==> config.mk <==
export PLATFORM = sky130hd
export DESIGN_NAME = axis_cam_hashed_flat
export DESIGN_NICKNAME = d
export VERILOG_FILES = /design/src/rtl/axis_cam_hashed_if.sv /design/src/rtl/axis_cam_hashed.sv /design/src/flat_wrapper.sv
export SDC_FILE = /design/constraint.sdc
export NUM_CORES = 2
export LEC_CHECK = 0
export BUFFER_PORTS_ARGS = -buffer_cell sky130_fd_sc_hd__buf_4
export CORE_ASPECT_RATIO = 1.4
export CORE_MARGIN = 3
export CORE_UTILIZATION = 50
export CTS_CLUSTER_DIAMETER = 30
export DETAILED_ROUTE_END_ITERATION = 8
export HOLD_SLACK_MARGIN = 0.05
export MAX_ROUTING_LAYER = met4
export PLACE_DENSITY = 0.75
export SLEW_MARGIN = 20
export SYNTH_ARGS = -nofsm -noshare
export SYNTH_HDL_FRONTEND = slang
export SYNTH_SLANG_ARGS = --single-unit
==> constraint.sdc <==
create_clock -name i_clk -period 7.75 [get_ports i_clk]
set_input_delay 0.3875 -clock i_clk [delete_from_list [all_inputs] [get_ports i_clk]]
set_output_delay 0.3875 -clock i_clk [all_outputs]
set_load 0.01 [all_outputs]
==> src/rtl/axis_cam_hashed_if.sv <==
// axis_cam_hashed_if: one AXI-Stream channel of the hashed CAM.
// The same interface type carries both the command stream (slave side)
// and the response stream (master side).
interface axis_cam_hashed_if #(
    parameter int DATA_WIDTH_BYTES = 1,
    parameter int KEY_WIDTH_BYTES  = 6,
    parameter int TID_WIDTH        = 8
) ();
    localparam int TDATA_W = (DATA_WIDTH_BYTES + KEY_WIDTH_BYTES) * 8;

    logic                 tvalid;
    logic                 tready;
    logic                 tlast;
    logic [TDATA_W-1:0]   tdata;   // {data, key}
    logic [2:0]           tuser;   // opcode (command) or status (response)
    logic [TID_WIDTH-1:0] tid;

    modport master (output tvalid, tlast, tdata, tuser, tid, input tready);
    modport slave  (input tvalid, tlast, tdata, tuser, tid, output tready);
endinterface

==> src/rtl/axis_cam_hashed.sv <==
// axis_cam_hashed: hashed, bucketed CAM behind a pair of AXI-Stream channels.
// One command beat in (lookup/insert/delete/flush), one status beat out.
// The key selects a bucket through an XOR-fold hash; the WAYS entries of
// that bucket are compared in parallel in a single CMP cycle.
// Optional entry aging: define AXIS_CAM_HASHED_AGING_EN.
module axis_cam_hashed #(
    parameter int DATA_WIDTH_BYTES = 1,
    parameter int KEY_WIDTH_BYTES  = 6,
    parameter int NUM_BUCKETS      = 8,
    parameter int WAYS             = 4,
    parameter int TID_WIDTH        = 8,
    parameter int AGE_PERIOD       = 1024
) (
    input  logic                                   i_clk,
    input  logic                                   i_rst,
    axis_cam_hashed_if.slave                       s_axis,
    axis_cam_hashed_if.master                      m_axis,
    output logic [$clog2(NUM_BUCKETS*WAYS+1)-1:0]  o_occupancy
);
    localparam int DW    = DATA_WIDTH_BYTES * 8;
    localparam int KW    = KEY_WIDTH_BYTES * 8;
    localparam int BKT_W = $clog2(NUM_BUCKETS);
    localparam int WAY_W = (WAYS > 1) ? $clog2(WAYS) : 1;
    localparam int OCC_W = $clog2(NUM_BUCKETS*WAYS+1);

    localparam logic [2:0] OP_LOOKUP = 3'd0;
    localparam logic [2:0] OP_INSERT = 3'd1;
    localparam logic [2:0] OP_DELETE = 3'd2;
    localparam logic [2:0] OP_FLUSH  = 3'd3;

    localparam logic [2:0] ST_OK      = 3'd0;
    localparam logic [2:0] ST_MISS    = 3'd1;
    localparam logic [2:0] ST_FULL    = 3'd2;
    localparam logic [2:0] ST_UPDATED = 3'd3;
    localparam logic [2:0] ST_BAD_OP  = 3'd7;

    typedef enum logic [1:0] {S_IDLE, S_CMP, S_RESP} state_e;

    // Elaboration-time sanity checks on the configuration.
    if ((NUM_BUCKETS < 2) || ((NUM_BUCKETS & (NUM_BUCKETS - 1)) != 0)) begin : g_bad_buckets
        $error("NUM_BUCKETS must be a power of two >= 2");
    end
    if ((WAYS < 1) || (WAYS > 8)) begin : g_bad_ways
        $error("WAYS must be in 1..8");
    end
    if (AGE_PERIOD < 1) begin : g_bad_age
        $error("AGE_PERIOD must be >= 1");
    end

    state_e               state_q, state_d;
    logic [KW-1:0]        cmd_key_q;
    logic [DW-1:0]        cmd_data_q;
    logic [2:0]           cmd_op_q;
    logic [TID_WIDTH-1:0] cmd_tid_q;
    logic                 cmd_tlast_q;
    logic [2:0]           resp_status_q, status_d;
    logic [DW-1:0]        resp_data_q, rdata_d;
    logic [OCC_W-1:0]     occ_q, occ_d;

    logic          tbl_valid_q [NUM_BUCKETS][WAYS];
    logic [KW-1:0] tbl_key_q   [NUM_BUCKETS][WAYS];
    logic [DW-1:0] tbl_data_q  [NUM_BUCKETS][WAYS];

    logic [BKT_W-1:0] bucket;
    logic             hit, free;
    logic [WAY_W-1:0] hit_way, free_way, wr_way;
    logic             cmd_accept, wr_en, del_en, flush_en, occ_inc, occ_dec;

    logic [NUM_BUCKETS-1:0][WAYS-1:0] expire;
    logic [OCC_W-1:0]                 expire_cnt;

    assign s_axis.tready = (state_q == S_IDLE) && !i_rst;
    assign m_axis.tvalid = (state_q == S_RESP) && !i_rst;
    assign m_axis.tdata  = {resp_data_q, cmd_key_q};
    assign m_axis.tuser  = resp_status_q;
    assign m_axis.tid    = cmd_tid_q;
    assign m_axis.tlast  = cmd_tlast_q;
    assign o_occupancy   = occ_q;

    assign cmd_accept = s_axis.tvalid && s_axis.tready;

    // Bucket index: bit i of the key folds into bucket bit (i mod BKT_W),
    // which is the XOR of all BKT_W-wide slices with the top one zero-padded.
    always_comb begin
        bucket = '0;
        for (int i = 0; i < KW; i++) begin
            bucket[i % BKT_W] = bucket[i % BKT_W] ^ cmd_key_q[i];
        end
    end

    // Parallel compare over the selected bucket; descending scan leaves the
    // lowest matching / lowest free way selected.
    always_comb begin
        hit      = 1'b0;
        hit_way  = '0;
        free     = 1'b0;
        free_way = '0;
        for (int w = WAYS - 1; w >= 0; w--) begin
            if (tbl_valid_q[bucket][w] && (tbl_key_q[bucket][w] == cmd_key_q)) begin
                hit     = 1'b1;
                hit_way = WAY_W'(w);
            end
            if (!tbl_valid_q[bucket][w]) begin
                free     = 1'b1;
                free_way = WAY_W'(w);
            end
        end
    end

    // FSM next state plus the CMP-cycle decision: status, reply data, table edits.
    // NOTE: every signal gets a default before the case so no path leaves it
    // unassigned, which would otherwise infer a latch.
    always_comb begin
        state_d  = state_q;
        status_d = ST_OK;
        rdata_d  = cmd_data_q;
        wr_en    = 1'b0;
        wr_way   = hit_way;
        del_en   = 1'b0;
        flush_en = 1'b0;
        occ_inc  = 1'b0;
        occ_dec  = 1'b0;
        case (state_q)
            S_IDLE: begin
                if (cmd_accept) state_d = S_CMP;
            end
            S_CMP: begin
                state_d = S_RESP;
                case (cmd_op_q)
                    OP_LOOKUP: begin
                        if (hit) begin
                            rdata_d = tbl_data_q[bucket][hit_way];
                        end else begin
                            status_d = ST_MISS;
                            rdata_d  = '0;
                        end
                    end
                    OP_INSERT: begin
                        if (hit) begin
                            wr_en    = 1'b1;
                            status_d = ST_UPDATED;
                        end else if (free) begin
                            wr_en   = 1'b1;
                            wr_way  = free_way;
                            occ_inc = 1'b1;
                        end else begin
                            status_d = ST_FULL;
                        end
                    end
                    OP_DELETE: begin
                        if (hit) begin
                            del_en  = 1'b1;
                            occ_dec = 1'b1;
                        end else begin
                            status_d = ST_MISS;
                            rdata_d  = '0;
                        end
                    end
                    OP_FLUSH: flush_en = 1'b1;
                    default:  status_d = ST_BAD_OP;
                endcase
            end
            S_RESP: begin
                if (m_axis.tready) state_d = S_IDLE;
            end
            default: state_d = S_IDLE;
        endcase
    end

    // Occupancy next value: one insert or delete per command, minus aged-out entries.
    always_comb begin
        occ_d = occ_q + OCC_W'(occ_inc) - OCC_W'(occ_dec) - expire_cnt;
        if (flush_en) occ_d = '0;
    end

    // State register and occupancy counter.
    // NOTE: sequential state is written with <= so all registers update
    // together from values sampled before the edge.
    always_ff @(posedge i_clk) begin
        if (i_rst) begin
            state_q <= S_IDLE;
            occ_q   <= '0;
        end else begin
            state_q <= state_d;
            occ_q   <= occ_d;
        end
    end

    // Command capture and response hold registers (datapath, no reset needed:
    // they are only observed while a response is valid).
    always_ff @(posedge i_clk) begin
        if (cmd_accept) begin
            cmd_key_q   <= s_axis.tdata[KW-1:0];
            cmd_data_q  <= s_axis.tdata[DW+KW-1:KW];
            cmd_op_q    <= s_axis.tuser;
            cmd_tid_q   <= s_axis.tid;
            cmd_tlast_q <= s_axis.tlast;
        end
        if (state_q == S_CMP) begin
            resp_status_q <= status_d;
            resp_data_q   <= rdata_d;
        end
    end

    // Entry valid bits: reset/flush clear everything, then aging, then the command edit.
    always_ff @(posedge i_clk) begin
        if (i_rst || flush_en) begin
            for (int b = 0; b < NUM_BUCKETS; b++) begin
                for (int w = 0; w < WAYS; w++) tbl_valid_q[b][w] <= 1'b0;
            end
        end else begin
            for (int b = 0; b < NUM_BUCKETS; b++) begin
                for (int w = 0; w < WAYS; w++) begin
                    if (expire[b][w]) tbl_valid_q[b][w] <= 1'b0;
                end
            end
            if (wr_en)  tbl_valid_q[bucket][wr_way]  <= 1'b1;
            if (del_en) tbl_valid_q[bucket][hit_way] <= 1'b0;
        end
    end

    // Entry key/data storage.
    // NOTE: the key/data array is not reset; the valid bits alone define
    // which contents are meaningful.
    always_ff @(posedge i_clk) begin
        if (wr_en) begin
            tbl_key_q[bucket][wr_way]  <= cmd_key_q;
            tbl_data_q[bucket][wr_way] <= cmd_data_q;
        end
    end

`ifdef AXIS_CAM_HASHED_AGING_EN
    localparam int PRESC_W = (AGE_PERIOD > 1) ? $clog2(AGE_PERIOD) : 1;

    logic [PRESC_W-1:0] presc_q;
    logic [1:0]         age_q [NUM_BUCKETS][WAYS];
    logic               tick, acc_en;
    logic [WAY_W-1:0]   acc_way;

    assign tick = (presc_q == PRESC_W'(AGE_PERIOD - 1));

    // The entry touched by the current CMP (hit, update or fresh insert) is
    // refreshed to age 0 and shielded from a coincident tick.
    always_comb begin
        acc_en  = 1'b0;
        acc_way = hit ? hit_way : free_way;
        if (state_q == S_CMP) begin
            case (cmd_op_q)
                OP_LOOKUP, OP_DELETE: acc_en = hit;
                OP_INSERT:            acc_en = hit || free;
                default:              acc_en = 1'b0;
            endcase
        end
    end

    // On a tick, valid entries already at age 3 expire.
    always_comb begin
        expire     = '0;
        expire_cnt = '0;
        for (int b = 0; b < NUM_BUCKETS; b++) begin
            for (int w = 0; w < WAYS; w++) begin
                if (tick && tbl_valid_q[b][w] && (age_q[b][w] == 2'd3) &&
                    !(acc_en && (BKT_W'(b) == bucket) && (WAY_W'(w) == acc_way))) begin
                    expire[b][w] = 1'b1;
                    expire_cnt   = expire_cnt + OCC_W'(1);
                end
            end
        end
    end

    // Prescaler and per-entry ages.
    always_ff @(posedge i_clk) begin
        if (i_rst || flush_en) begin
            presc_q <= '0;
            for (int b = 0; b < NUM_BUCKETS; b++) begin
                for (int w = 0; w < WAYS; w++) age_q[b][w] <= 2'd0;
            end
        end else begin
            presc_q <= tick ? '0 : presc_q + PRESC_W'(1);
            if (tick) begin
                for (int b = 0; b < NUM_BUCKETS; b++) begin
                    for (int w = 0; w < WAYS; w++) begin
                        if (tbl_valid_q[b][w] && (age_q[b][w] != 2'd3)) age_q[b][w] <= age_q[b][w] + 2'd1;
                    end
                end
            end
            if (acc_en) age_q[bucket][acc_way] <= 2'd0;
        end
    end
`else
    assign expire     = '0;
    assign expire_cnt = '0;
`endif

endmodule

==> src/flat_wrapper.sv <==
// flat-port wrapper written by rule: the top's interface ports become plain ports
module axis_cam_hashed_flat 
#(
    parameter int DATA_WIDTH_BYTES = 1,
    parameter int KEY_WIDTH_BYTES  = 6,
    parameter int NUM_BUCKETS      = 8,
    parameter int WAYS             = 4,
    parameter int TID_WIDTH        = 8,
    parameter int AGE_PERIOD       = 1024
)
  (i_clk, i_rst, o_occupancy, s_axis_tvalid, s_axis_tlast, s_axis_tdata, s_axis_tuser, s_axis_tid, s_axis_tready, m_axis_tvalid, m_axis_tlast, m_axis_tdata, m_axis_tuser, m_axis_tid, m_axis_tready);
  axis_cam_hashed_if #(.DATA_WIDTH_BYTES(DATA_WIDTH_BYTES), .KEY_WIDTH_BYTES(KEY_WIDTH_BYTES), .TID_WIDTH(TID_WIDTH)) s_axis_i ();
  axis_cam_hashed_if #(.DATA_WIDTH_BYTES(DATA_WIDTH_BYTES), .KEY_WIDTH_BYTES(KEY_WIDTH_BYTES), .TID_WIDTH(TID_WIDTH)) m_axis_i ();
  input  logic i_clk;
  input  logic i_rst;
  output logic [$clog2(NUM_BUCKETS*WAYS+1)-1:0] o_occupancy;
  input wire logic [$bits(s_axis_i.tvalid)-1:0] s_axis_tvalid;
  input wire logic [$bits(s_axis_i.tlast)-1:0] s_axis_tlast;
  input wire logic [$bits(s_axis_i.tdata)-1:0] s_axis_tdata;
  input wire logic [$bits(s_axis_i.tuser)-1:0] s_axis_tuser;
  input wire logic [$bits(s_axis_i.tid)-1:0] s_axis_tid;
  output wire logic [$bits(s_axis_i.tready)-1:0] s_axis_tready;
  output wire logic [$bits(m_axis_i.tvalid)-1:0] m_axis_tvalid;
  output wire logic [$bits(m_axis_i.tlast)-1:0] m_axis_tlast;
  output wire logic [$bits(m_axis_i.tdata)-1:0] m_axis_tdata;
  output wire logic [$bits(m_axis_i.tuser)-1:0] m_axis_tuser;
  output wire logic [$bits(m_axis_i.tid)-1:0] m_axis_tid;
  input wire logic [$bits(m_axis_i.tready)-1:0] m_axis_tready;
  assign s_axis_i.tvalid = s_axis_tvalid;
  assign s_axis_i.tlast = s_axis_tlast;
  assign s_axis_i.tdata = s_axis_tdata;
  assign s_axis_i.tuser = s_axis_tuser;
  assign s_axis_i.tid = s_axis_tid;
  assign s_axis_tready = s_axis_i.tready;
  assign m_axis_tvalid = m_axis_i.tvalid;
  assign m_axis_tlast = m_axis_i.tlast;
  assign m_axis_tdata = m_axis_i.tdata;
  assign m_axis_tuser = m_axis_i.tuser;
  assign m_axis_tid = m_axis_i.tid;
  assign m_axis_i.tready = m_axis_tready;
  axis_cam_hashed #(.DATA_WIDTH_BYTES(DATA_WIDTH_BYTES), .KEY_WIDTH_BYTES(KEY_WIDTH_BYTES), .NUM_BUCKETS(NUM_BUCKETS), .WAYS(WAYS), .TID_WIDTH(TID_WIDTH), .AGE_PERIOD(AGE_PERIOD)) u_core (.i_clk(i_clk), .i_rst(i_rst), .s_axis(s_axis_i), .m_axis(m_axis_i), .o_occupancy(o_occupancy));
endmodule
==> results.json <==
{
  "nNetsFinal": 4892,
  "end_kind": "flop",
  "r2r_cells": 25,
  "syn_nets": 4293,
  "worstMarginPinSlew_ns": 1.13,
  "antenna_found_initial": 9,
  "maxSlewViolCount": 0,
  "die_height_um": 465,
  "wl_um": 247000,
  "synth_cell_types": 88,
  "grt_util_all_layers": 0.326,
  "synth_edf_count": 1903,
  "dr.pass1.iters": 6,
  "setup_viol": 0,
  "swShare": 0.368,
  "r2r_end": "u_core.o_occupancy[5]",
  "p_leak_uw": 0.0301,
  "min_from": "s_axis_tdata[35]",
  "drc": 0,
  "r2r_slack_ns": 0.19,
  "criticalPathCategory": "flop to flop",
  "maxCapViolCount": 0,
  "overflow": 0,
  "clock_path_buffers": 3,
  "min_period_ns": 7.56,
  "syn_inst": 4214,
  "power_frac_comb": 0.363,
  "ys_seq_area_frac": 0.761,
  "finalPower_uw": 36000,
  "synth-seq-cells": 1911,
  "die_w_um": 334,
  "hpwl_um": 154000,
  "yosys.area.top_type_share": 0.759,
  "pwr-share-seq": 0.318,
  "final_hold_viol_count": 0,
  "peakVddDrop_mv": 0.315,
  "ys.flop_type": "edfxtp_1",
  "required_ns": 8.48,
  "setup_tns_ns": 0,
  "clk_pin_slew_worst_paths_ns": 0.06,
  "num_io_pins": 148,
  "cts_buffers": 237,
  "layoutNonFillerInstCount": 6974,
  "syn_area_um2": 75300,
  "gp_congestion": 1.01,
  "p_sw_uw": 13200,
  "grt_pass1_wl_um": 346000,
  "power.share.clock": 0.319,
  "max_freq_ghz": 0.132,
  "drive_gt1_frac": 0.260,
  "r2r-start": "u_core.cmd_key_q[2]",
  "whs_ns": 0.231,
  "vias_per_cell": 6.72,
  "netlist_top_cells_area": "edfxtp_1 (76%), mux4_2 (5.3%), xnor2_1 (2.1%), mux2i_1 (1.9%), o221ai_1 (1.8%)",
  "finalCritPeriodShare": 0.976,
  "start_util": 0.506,
  "grt_max_degree": 69,
  "dp.cells": 6437,
  "status": "complete, no violations",
  "drt_first_iter_violations": 7342,
  "core-area_um2": 149000,
  "dpl_cell_area_um2": 82600,
  "cts_root_buffer": "clkbuf_16",
  "rows": 167,
  "internal_power_uw": 22700,
  "finalClockSkew_ns": 0.0654,
  "holdCritPathClass": "input pin to flop",
  "min_to": "u_core.cmd_key_q[35]",
  "vias": 46900,
  "synth.most_common_cell": "edfxtp_1",
  "clkSinkCount": 1911,
  "hold_depth": 2,
  "ant_nets": 0,
  "wl_per_cell_um": 35.4,
  "crit_fanout": 11,
  "avgSynthCellArea_um2": 17.9,
  "synth_warnings": 0,
  "worstPathArrival_ns": 8.29,
  "synthArstFlopShare": 0,
  "final.fill_count": 10100,
  "fin_area_um2": 91900,
  "die_area_um2": 155000,
  "io_buffers": 147,
  "grt_pass1_vias": 46500,
  "relSlewSlack": 0.248,
  "netlist_top_cells_count": "edfxtp_1 (1,903), nand2_1 (255), nor3_1 (187)",
  "rsz0062_at_grt": "false",
  "clk_latency_ns": 0.89,
  "cts.htree.levels": 4,
  "cts_tree": "done",
  "yosysTopAreaCell": "edfxtp_1",
  "p_per_area_nw_per_um2": 391,
  "area_growth_pct": 22.0,
  "worst_setup_path_start_kind": "flop"
}
## metal layers
metal  up-vias  global-route usage  part of all wire  wire length (um)
li1      18400                   -                 -                 -
met1     23500               0.375              0.32             78000
met2      3949               0.500              0.47            115000
met3      1012              0.0759              0.12             29300
met4         0               0.246             0.097             24000
met5         -                   -                 0                 0
## sequential cells by signal, summed over array words and instances (netlist names)
name                 cells
u_core.cmd_data_q        8
u_core.cmd_key_q        48
u_core.cmd_op_q          3
u_core.m_axis.tid        8
u_core.m_axis.tlast      1
u_core.m_axis.tuser      3
u_core.o_occupancy       6
u_core.resp_data_q       8
u_core.state_q           2
u_core.tbl_data_q      256
u_core.tbl_key_q      1536
u_core.tbl_valid_q      32
## worst max path at each step
stage / start / endpoint / slack [ns] / cells after the start
floorplan: u_core.cmd_key_q[21] / u_core.tbl_data_q[0][10] / -0.08 / 22
global placement: u_core.cmd_key_q[2] / u_core.o_occupancy[4] / -0.32 / 25
detailed placement: u_core.cmd_key_q[2] / u_core.o_occupancy[5] / -0.12 / 25
CTS: u_core.cmd_key_q[2] / u_core.o_occupancy[5] / 0.06 / 25
global route: u_core.cmd_key_q[33] / u_core.o_occupancy[4] / 0.03 / 26
finish: u_core.cmd_key_q[2] / u_core.o_occupancy[5] / 0.19 / 25
## per-stage QoR
step	setup WS, ns	utilization
2_1_floorplan	-0.0785	-
3_3_place_gp	-0.316	0.555
3_5_place_dp	-0.116	0.555
4_1_cts	0.0581	0.616
5_1_grt	0.0282	0.618
6_report	0.189	0.618
## critical path: stages (launching register included)
cell,delay [ns]
edfxtp_1,0.84
xnor2_1,0.20
xnor2_1,0.19
xnor2_2,0.44
xor2_4,0.55
buf_4,0.35
nor3_1,0.09
a2111oi_1,0.88
a31oi_1,0.16
xnor2_1,0.21
nor4_2,0.52
nand4_1,0.23
buf_4,0.21
or4_1,0.51
nand4_1,0.27
buf_4,0.17
nor4b_1,0.24
ha_1,0.20
inv_1,0.06
ha_1,0.27
a21o_1,0.16
a21oi_1,0.19
o21bai_1,0.08
a21oi_1,0.17
xnor2_1,0.14
nor2_1,0.06
## power groups by stage
stage | Clock (uW) | Combinational, uW | Sequential (uW)
after floorplan | 0 | 7320 | 11700
after global placement | 0 | 12400 | 11700
after detailed placement | 0 | 12500 | 11700
after CTS | 11500 | 12700 | 11400
after global routing | 11900 | 13400 | 11400
final | 11500 | 13100 | 11400
## cells in the final DEF, fill, tap and decap left out, types with 11 or more instances in the layout
master | netlist | routed
a31oi_1 | 31 | 31
bufinv_16 | 0 | 25
dlygate4sd3_1 | 0 | 71
o221ai_1 | 151 | 151
nand3_1 | 65 | 62
buf_12 | 0 | 132
mux4_2 | 178 | 178
edfxtp_1 | 1903 | 1903
a22oi_1 | 38 | 38
clkinv_4 | 0 | 20
o21ai_0 | 78 | 78
nor3_1 | 187 | 187
clkbuf_1 | 86 | 16
clkinvlp_4 | 0 | 30
mux2i_1 | 140 | 140
xnor2_1 | 178 | 172
nand2_1 | 255 | 249
xor2_1 | 46 | 42
nand4_1 | 32 | 32
o21ai_1 | 12 | 12
clkinv_2 | 0 | 13
mux2_2 | 56 | 56
inv_8 | 0 | 21
inv_1 | 25 | 25
buf_4 | 37 | 433
inv_6 | 0 | 41
a21oi_1 | 44 | 44
clkbuf_16 | 0 | 238
nor2_4 | 0 | 32
nor2_1 | 84 | 51
nor4_1 | 39 | 36
clkinv_1 | 0 | 20
or4_1 | 15 | 15
o22a_1 | 20 | 20
a32oi_1 | 11 | 11
o22ai_1 | 144 | 144
a32o_1 | 12 | 12
clkinv_8 | 0 | 20
## cell families after synthesis
| group | after synthesis | share of synthesized area |
|---|---|---|
| buffers and inverters | 306 | 0.0205 |
| xor gates and xnor gates | 226 | 0.0265 |
| and+or+nand+nor | 744 | 0.0477 |
| muxes | 377 | 0.0812 |
| AOI/OAI and AO/OA | 643 | 0.0621 |
| DFF | 1911 | 0.761 |
| adders and majority gates | 7 | 0.00126 |
## repair_timing
action,in CTS,in global routing
endpoints found under the hold margin,70,0
pin swaps,0,2
setup endpoints to repair,2,452
hold buffers,71,0
gates resized for setup,1,7
buffers inserted,0,5
## final cells by class
class | instances | area (um2) | share of cell area
diodes | 6 | 15.0 | 0.000163
clock buffers | 254 | 6020 | 0.0655
clock inverters | 197 | 2400 | 0.0261
inverters | 25 | 93.8 | 0.00102
multi-input cells | 1997 | 16900 | 0.184
flip-flops and latches | 1911 | 57300 | 0.624
well taps | 1943 | 2430 | 0.0265
repair buffers | 641 | 6690 | 0.0728
No activity file was read; power rests on OpenSTA's default activity.
